<file path="config.mk">
export PLATFORM = sky130hd
export DESIGN_NAME = spi_master
export DESIGN_NICKNAME = d
export VERILOG_FILES = /design/src/rtl/spi_pkg.sv /design/src/rtl/spi_sclk_gen.sv /design/src/rtl/spi_master.sv
export SDC_FILE = /design/constraint.sdc
export NUM_CORES = 1
export LEC_CHECK = 0
export ABC_AREA = 1
export CAP_MARGIN = 15
export CORE_MARGIN = 2
export CORE_UTILIZATION = 51
export CTS_CLUSTER_DIAMETER = 40
export DETAILED_ROUTE_END_ITERATION = 6
export GPL_ROUTABILITY_DRIVEN = 0
export MAX_ROUTING_LAYER = met4
export PLACE_DENSITY_LB_ADDON = 0.3
export SLEW_MARGIN = 20
export SYNTH_ARGS = -nofsm -noshare
export SYNTH_HDL_FRONTEND = slang
export SYNTH_SLANG_ARGS = --single-unit
</file>
<file path="constraint.sdc">
create_clock -name clk -period 1.85 [get_ports clk]
set_input_delay 0.185 -clock clk [delete_from_list [all_inputs] [get_ports clk]]
set_output_delay 0.185 -clock clk [all_outputs]
set_load 0.02 [all_outputs]
</file>
<file path="src/rtl/spi_pkg.sv">
// spi_pkg: shared state encoding and default parameters for the SPI master.
package spi_pkg;
    typedef enum logic [1:0] {IDLE, SHIFT, DONE} spi_state_t;
    localparam int SPI_DATA_WIDTH = 8;
    localparam int SPI_CLK_DIV = 1;
endpackage

</file>
<file path="src/rtl/spi_sclk_gen.sv">
// spi_sclk_gen: divides clk into sclk and flags the edges on which sclk toggles.
// Ports: clk, rst (async active-low), en (count), clr (restart at sclk low),
//        sclk (idle low), rise/fall (high in the cycle whose closing edge toggles sclk).
module spi_sclk_gen
    import spi_pkg::*;
#(
    parameter int CLK_DIV = SPI_CLK_DIV
) (
    input  logic clk,
    input  logic rst,
    input  logic en,
    input  logic clr,
    output logic sclk,
    output logic rise,
    output logic fall
);
    localparam int DW = $clog2(CLK_DIV) + 1;
    logic [DW-1:0] div_q, div_d;
    logic sclk_q, sclk_d, tc;
    always_comb begin
        tc = en && (div_q == DW'(CLK_DIV - 1));
        rise = tc && !sclk_q;
        fall = tc && sclk_q;
        div_d = clr ? '0 : !en ? div_q : tc ? '0 : div_q + 1'b1;
        sclk_d = clr ? 1'b0 : tc ? ~sclk_q : sclk_q;
    end
    always_ff @(posedge clk or negedge rst) begin
        if (!rst) begin
            div_q <= '0;
            sclk_q <= 1'b0;
        end else begin
            div_q <= div_d;
            sclk_q <= sclk_d;
        end
    end
    assign sclk = sclk_q;
endmodule

</file>
<file path="src/rtl/spi_master.sv">
// spi_master: free-running transmit-only SPI mode-0 master, MSB first.
// Ports: clk, rst (async active-low), d_in (word captured at frame start),
//        ss (active-low select), mosi (serial data), sclk (idle low), done (end-of-frame pulse).
module spi_master
    import spi_pkg::*;
#(
    parameter int DATA_WIDTH = SPI_DATA_WIDTH,
    parameter int CLK_DIV = SPI_CLK_DIV
) (
    input  logic                  clk,
    input  logic                  rst,
    input  logic [DATA_WIDTH-1:0] d_in,
    output logic                  ss,
    output logic                  mosi,
    output logic                  sclk,
    output logic                  done
);
    localparam int CW = DATA_WIDTH > 1 ? $clog2(DATA_WIDTH) : 1;
    spi_state_t state_q, state_d;
    logic [DATA_WIDTH-1:0] shift_q, shift_d;
    logic [CW-1:0] cnt_q, cnt_d;
    logic ss_q, ss_d, mosi_q, mosi_d, done_q, done_d;
    logic fall, rise_unused;
    spi_sclk_gen #(.CLK_DIV(CLK_DIV)) u_sclk (
        .clk (clk),
        .rst (rst),
        .en  (state_q == SHIFT),
        .clr (state_q == IDLE),
        .sclk(sclk),
        .rise(rise_unused),
        .fall(fall)
    );
    // mosi only moves on the falling sclk edge, so the slave sees it settled at every rise
    always_comb begin
        state_d = state_q;
        shift_d = shift_q;
        cnt_d = cnt_q;
        ss_d = ss_q;
        mosi_d = mosi_q;
        done_d = 1'b0;
        case (state_q)
            IDLE: begin
                shift_d = d_in;
                mosi_d = d_in[DATA_WIDTH-1];
                ss_d = 1'b0;
                cnt_d = CW'(DATA_WIDTH - 1);
                state_d = SHIFT;
            end
            SHIFT: begin
                if (fall && cnt_q != '0) begin
                    shift_d = shift_q << 1;
                    cnt_d = cnt_q - 1'b1;
                    mosi_d = shift_d[DATA_WIDTH-1];
                end else if (fall) begin
                    ss_d = 1'b1;
                    mosi_d = 1'b0;
                    done_d = 1'b1;
                    state_d = DONE;
                end
            end
            default: state_d = IDLE;
        endcase
    end
    always_ff @(posedge clk or negedge rst) begin
        if (!rst) begin
            state_q <= IDLE;
            shift_q <= '0;
            cnt_q <= '0;
            ss_q <= 1'b1;
            mosi_q <= 1'b0;
            done_q <= 1'b0;
        end else begin
            state_q <= state_d;
            shift_q <= shift_d;
            cnt_q <= cnt_d;
            ss_q <= ss_d;
            mosi_q <= mosi_d;
            done_q <= done_d;
        end
    end
    assign ss = ss_q;
    assign mosi = mosi_q;
    assign done = done_q;
endmodule

</file>
==> impl_metrics.env <==
export IMPL_slew_viol_final=0
export IMPL_cts_resized=0
export IMPL_cts_tree="done"
export IMPL_core_area_um2=1670
export IMPL_synth_edf_count=0
export IMPL_crit_required_ns=1.66
export IMPL_worstPathArrival_ns=1.42
export IMPL_fin_util=0.620
export IMPL_drive_gt1_frac=0.193
export IMPL_drt_pass1_iter_count=6
export IMPL_port_buffer_count=13
export IMPL_ys_seq_elements=17
export IMPL_cts_inserted_buffers=3
export IMPL_r2r_start="cnt_q[0]$_DFFE_PN0P_"
export IMPL_synthCells=98
export IMPL_grt_busiest_layer="met1"
export IMPL_dpl_hpwl_mm=1.01
export IMPL_clk_insertion_delay_late_ns=0.29
export IMPL_die_area_um2=2080
export IMPL_post_cts_setup_buffer_count=0
export IMPL_combPwrFrac=0.056
export IMPL_setup_tns_final_ns=0
export IMPL_power_density_nw_per_um2=593
export IMPL_start_util=0.528
export IMPL_sw_frac_of_total=0.220
export IMPL_vdd_drop_max_v=0.000481
export IMPL_max_freq_mhz=622
export IMPL_r2r_end="shift_q[3]$_DFFE_PN0P_"
export IMPL_holdBufCountCts=0
export IMPL_setup_violations=0
export IMPL_clockBufferDepth=2
export IMPL_seq_area_frac_synth=0.484
export IMPL_drc=0
export IMPL_syn_area_um2=882
export IMPL_cts_sinks=17
export IMPL_rows=15
export IMPL_end_kind="primary output"
export IMPL_grt_setup_unrepaired="false"
export IMPL_crit_buf_inv=1
export IMPL_via_count=614
export IMPL_tightest_slew_ns=0.240
export IMPL_area_growth_pct=17.4
export IMPL_fin_worst_skew_ns=0.00456
export IMPL_n_antenna_cell=0
export IMPL_finalHoldViolCount=0
export IMPL_grt_max_degree=18
export IMPL_drtAntennaViolNets=0
export IMPL_critPathKind="reg2out"
export IMPL_grt_util_met2=0.217
export IMPL_cpLargestDelayFamily="buffers and inverters"
export IMPL_reg2reg_slack_ns=0.37
export IMPL_p_leak_uw=0.000535
export IMPL_switching_power_uw=135
export IMPL_p_total_uw=614
export IMPL_die_w_um=45.6
export IMPL_use_met1=0.262
export IMPL_post_drt_via_cell_ratio=4.69
export IMPL_grt_first_pass_wirelength_mm=2.45
export IMPL_clk_pin_slew_worst_paths_ns=0.10
export IMPL_maxCapViolCount=0
export IMPL_grt_usage=0.166
export IMPL_die_height_um=45.6
export IMPL_holdWs_ns=0.199
export IMPL_yosys_cell_count_top_type="nand2_1"
export IMPL_wl_mm=1.35
export IMPL_syn_num_nets=110
export IMPL_n_fill_cell=138
export IMPL_critPathMaxFanout=2
export IMPL_slowest_stage="clkdlybuf4s50_1"
export IMPL_hp_class="in2async"
export IMPL_root_buffer="clkbuf_4"
export IMPL_postSynthAreaPerCell_um2=9.00
export IMPL_grt_pass1_vias=550
export IMPL_synth_area_leaders="dfrtp_1 45%, nand2_1 12%, inv_1 7.7%"
export IMPL_yosysTopAreaCell="dfrtp_1"
export IMPL_io_pins=14
export IMPL_status="complete, no violations"
export IMPL_cellInternalPower_uw=479
export IMPL_synth_top_area_frac=0.454
export IMPL_antenna_found_initial=0
export IMPL_synthArstFlopShare=1.00
export IMPL_wire_per_inst_um=10.3
export IMPL_r2r_cells=8
export IMPL_startpoint_type="flop"
export IMPL_synth_ff_type="dfrtp_1"
export IMPL_p_clk_frac=0.335
export IMPL_grt_met3_usage=0.0238
export IMPL_pwr_share_seq=0.610
export IMPL_final_nets=127
export IMPL_period_share=0.870
export IMPL_ys_types=20
export IMPL_crit_chain="clkdlybuf4s50_1"
export IMPL_ctsHtreeMaxLevel=1
export IMPL_max_stage_delay_ns=0.59
export IMPL_post_route_min_period_ns=1.61
export IMPL_timing_slew_headroom=0.840
export IMPL_synthTopCellsByCount="28 x nand2_1, 18 x inv_1, 16 x dfrtp_1, 7 x o21ai_2"
export IMPL_gr_total_overflow=0
export IMPL_initialDrtViolationCount=10
export IMPL_ys_warn_count=0
## cell type report
cell class	instances	area, um^2	area share
multi-input cells	58	345	0.333
clock buffers	4	26.3	0.0254
inverters	21	78.8	0.0761
flip-flops and latches	17	427	0.412
repair buffers	14	138	0.133
well taps	17	21.3	0.0205
## power groups by stage
stage          clock, uW  combinational, uW  sequential, uW
6_report             205               34.1             374
5_1_grt              215               38.1             375
4_1_cts              204               35.3             374
3_5_place_dp           0               35.1             382
3_3_place_gp           0               34.6             382
2_1_floorplan          0               2.72             383
## logic make-up (layout without fill, tap and decap cells)
kind of cell | after synthesis | after routing | share of synthesized area
AOI/OAI and AO/OA | 14 | 14 | 0.112
adders and majority gates | 2 | 2 | 0.0284
buffers and inverters | 23 | 39 | 0.125
DFF | 17 | 17 | 0.484
and+or+nand+nor | 42 | 42 | 0.251
## per-layer routing
layer | wire length [um] | vias up
li1 | - | 332
met1 | 724 | 272
met2 | 575 | 10
met3 | 53 | 0
met4 | 0 | 0
met5 | 0 | -
## flip-flops by register name, indices dropped and copies added, names as in the netlist
signal and count:
cnt_q 3, done 1, mosi 1, shift_q 7, ss 1, state_q 2
u_sclk.div_q 1, u_sclk.sclk 1
## worst max path at each step
stage | end | from | slack [ns] | depth (start not counted)
floorplan | cnt_q[2]$_DFFE_PN0P_ | cnt_q[0]$_DFFE_PN0P_ | 0.49 | 8
global placement | shift_q[5]$_DFFE_PN0P_ | cnt_q[0]$_DFFE_PN0P_ | 0.45 | 8
detailed placement | shift_q[3]$_DFFE_PN0P_ | cnt_q[0]$_DFFE_PN0P_ | 0.38 | 8
CTS | ss | ss$_DFFE_PN1P_ | 0.24 | 1
global route | ss | ss$_DFFE_PN1P_ | 0.21 | 1
finish | ss | ss$_DFFE_PN1P_ | 0.24 | 1
## worst register-to-register path: cells and delay by family (launching register included)
family | cells | cell delay, ns
flip-flops | 1 | 0.35
AND/OR/NAND/NOR | 3 | 0.47
AO/OA/AOI/OAI | 1 | 0.06
adder cells (fa/ha/maj) | 2 | 0.39
buffers and inverters | 2 | 0.15
## stage by stage
step,area [um^2],setup WS (ns),instances
after CTS,1040,0.237,131
after global placement,1010,0.451,127
after detailed placement,1010,0.378,127
final,1040,0.241,131
after floorplan,882,0.489,98
after global routing,1040,0.211,131
## cell usage in the layout (no fill, tap or decap)
cell type        count
nand4_1              1
buf_4                1
a21oi_1              1
nand2_1             28
clkbuf_4             3
inv_2                3
nand4_4              1
clkdlybuf4s50_1     13
o21ai_0              5
nor2_8               1
nand3_2              1
o21ai_2              7
nand2_4              2
dfrtp_1             16
nor2_2               2
nand3_1              1
dfstp_2              1
a21boi_0             1
nor2_1               5
ha_1                 2
clkbuf_1             1
inv_1               18
No activity file was read; power rests on OpenSTA's default activity.
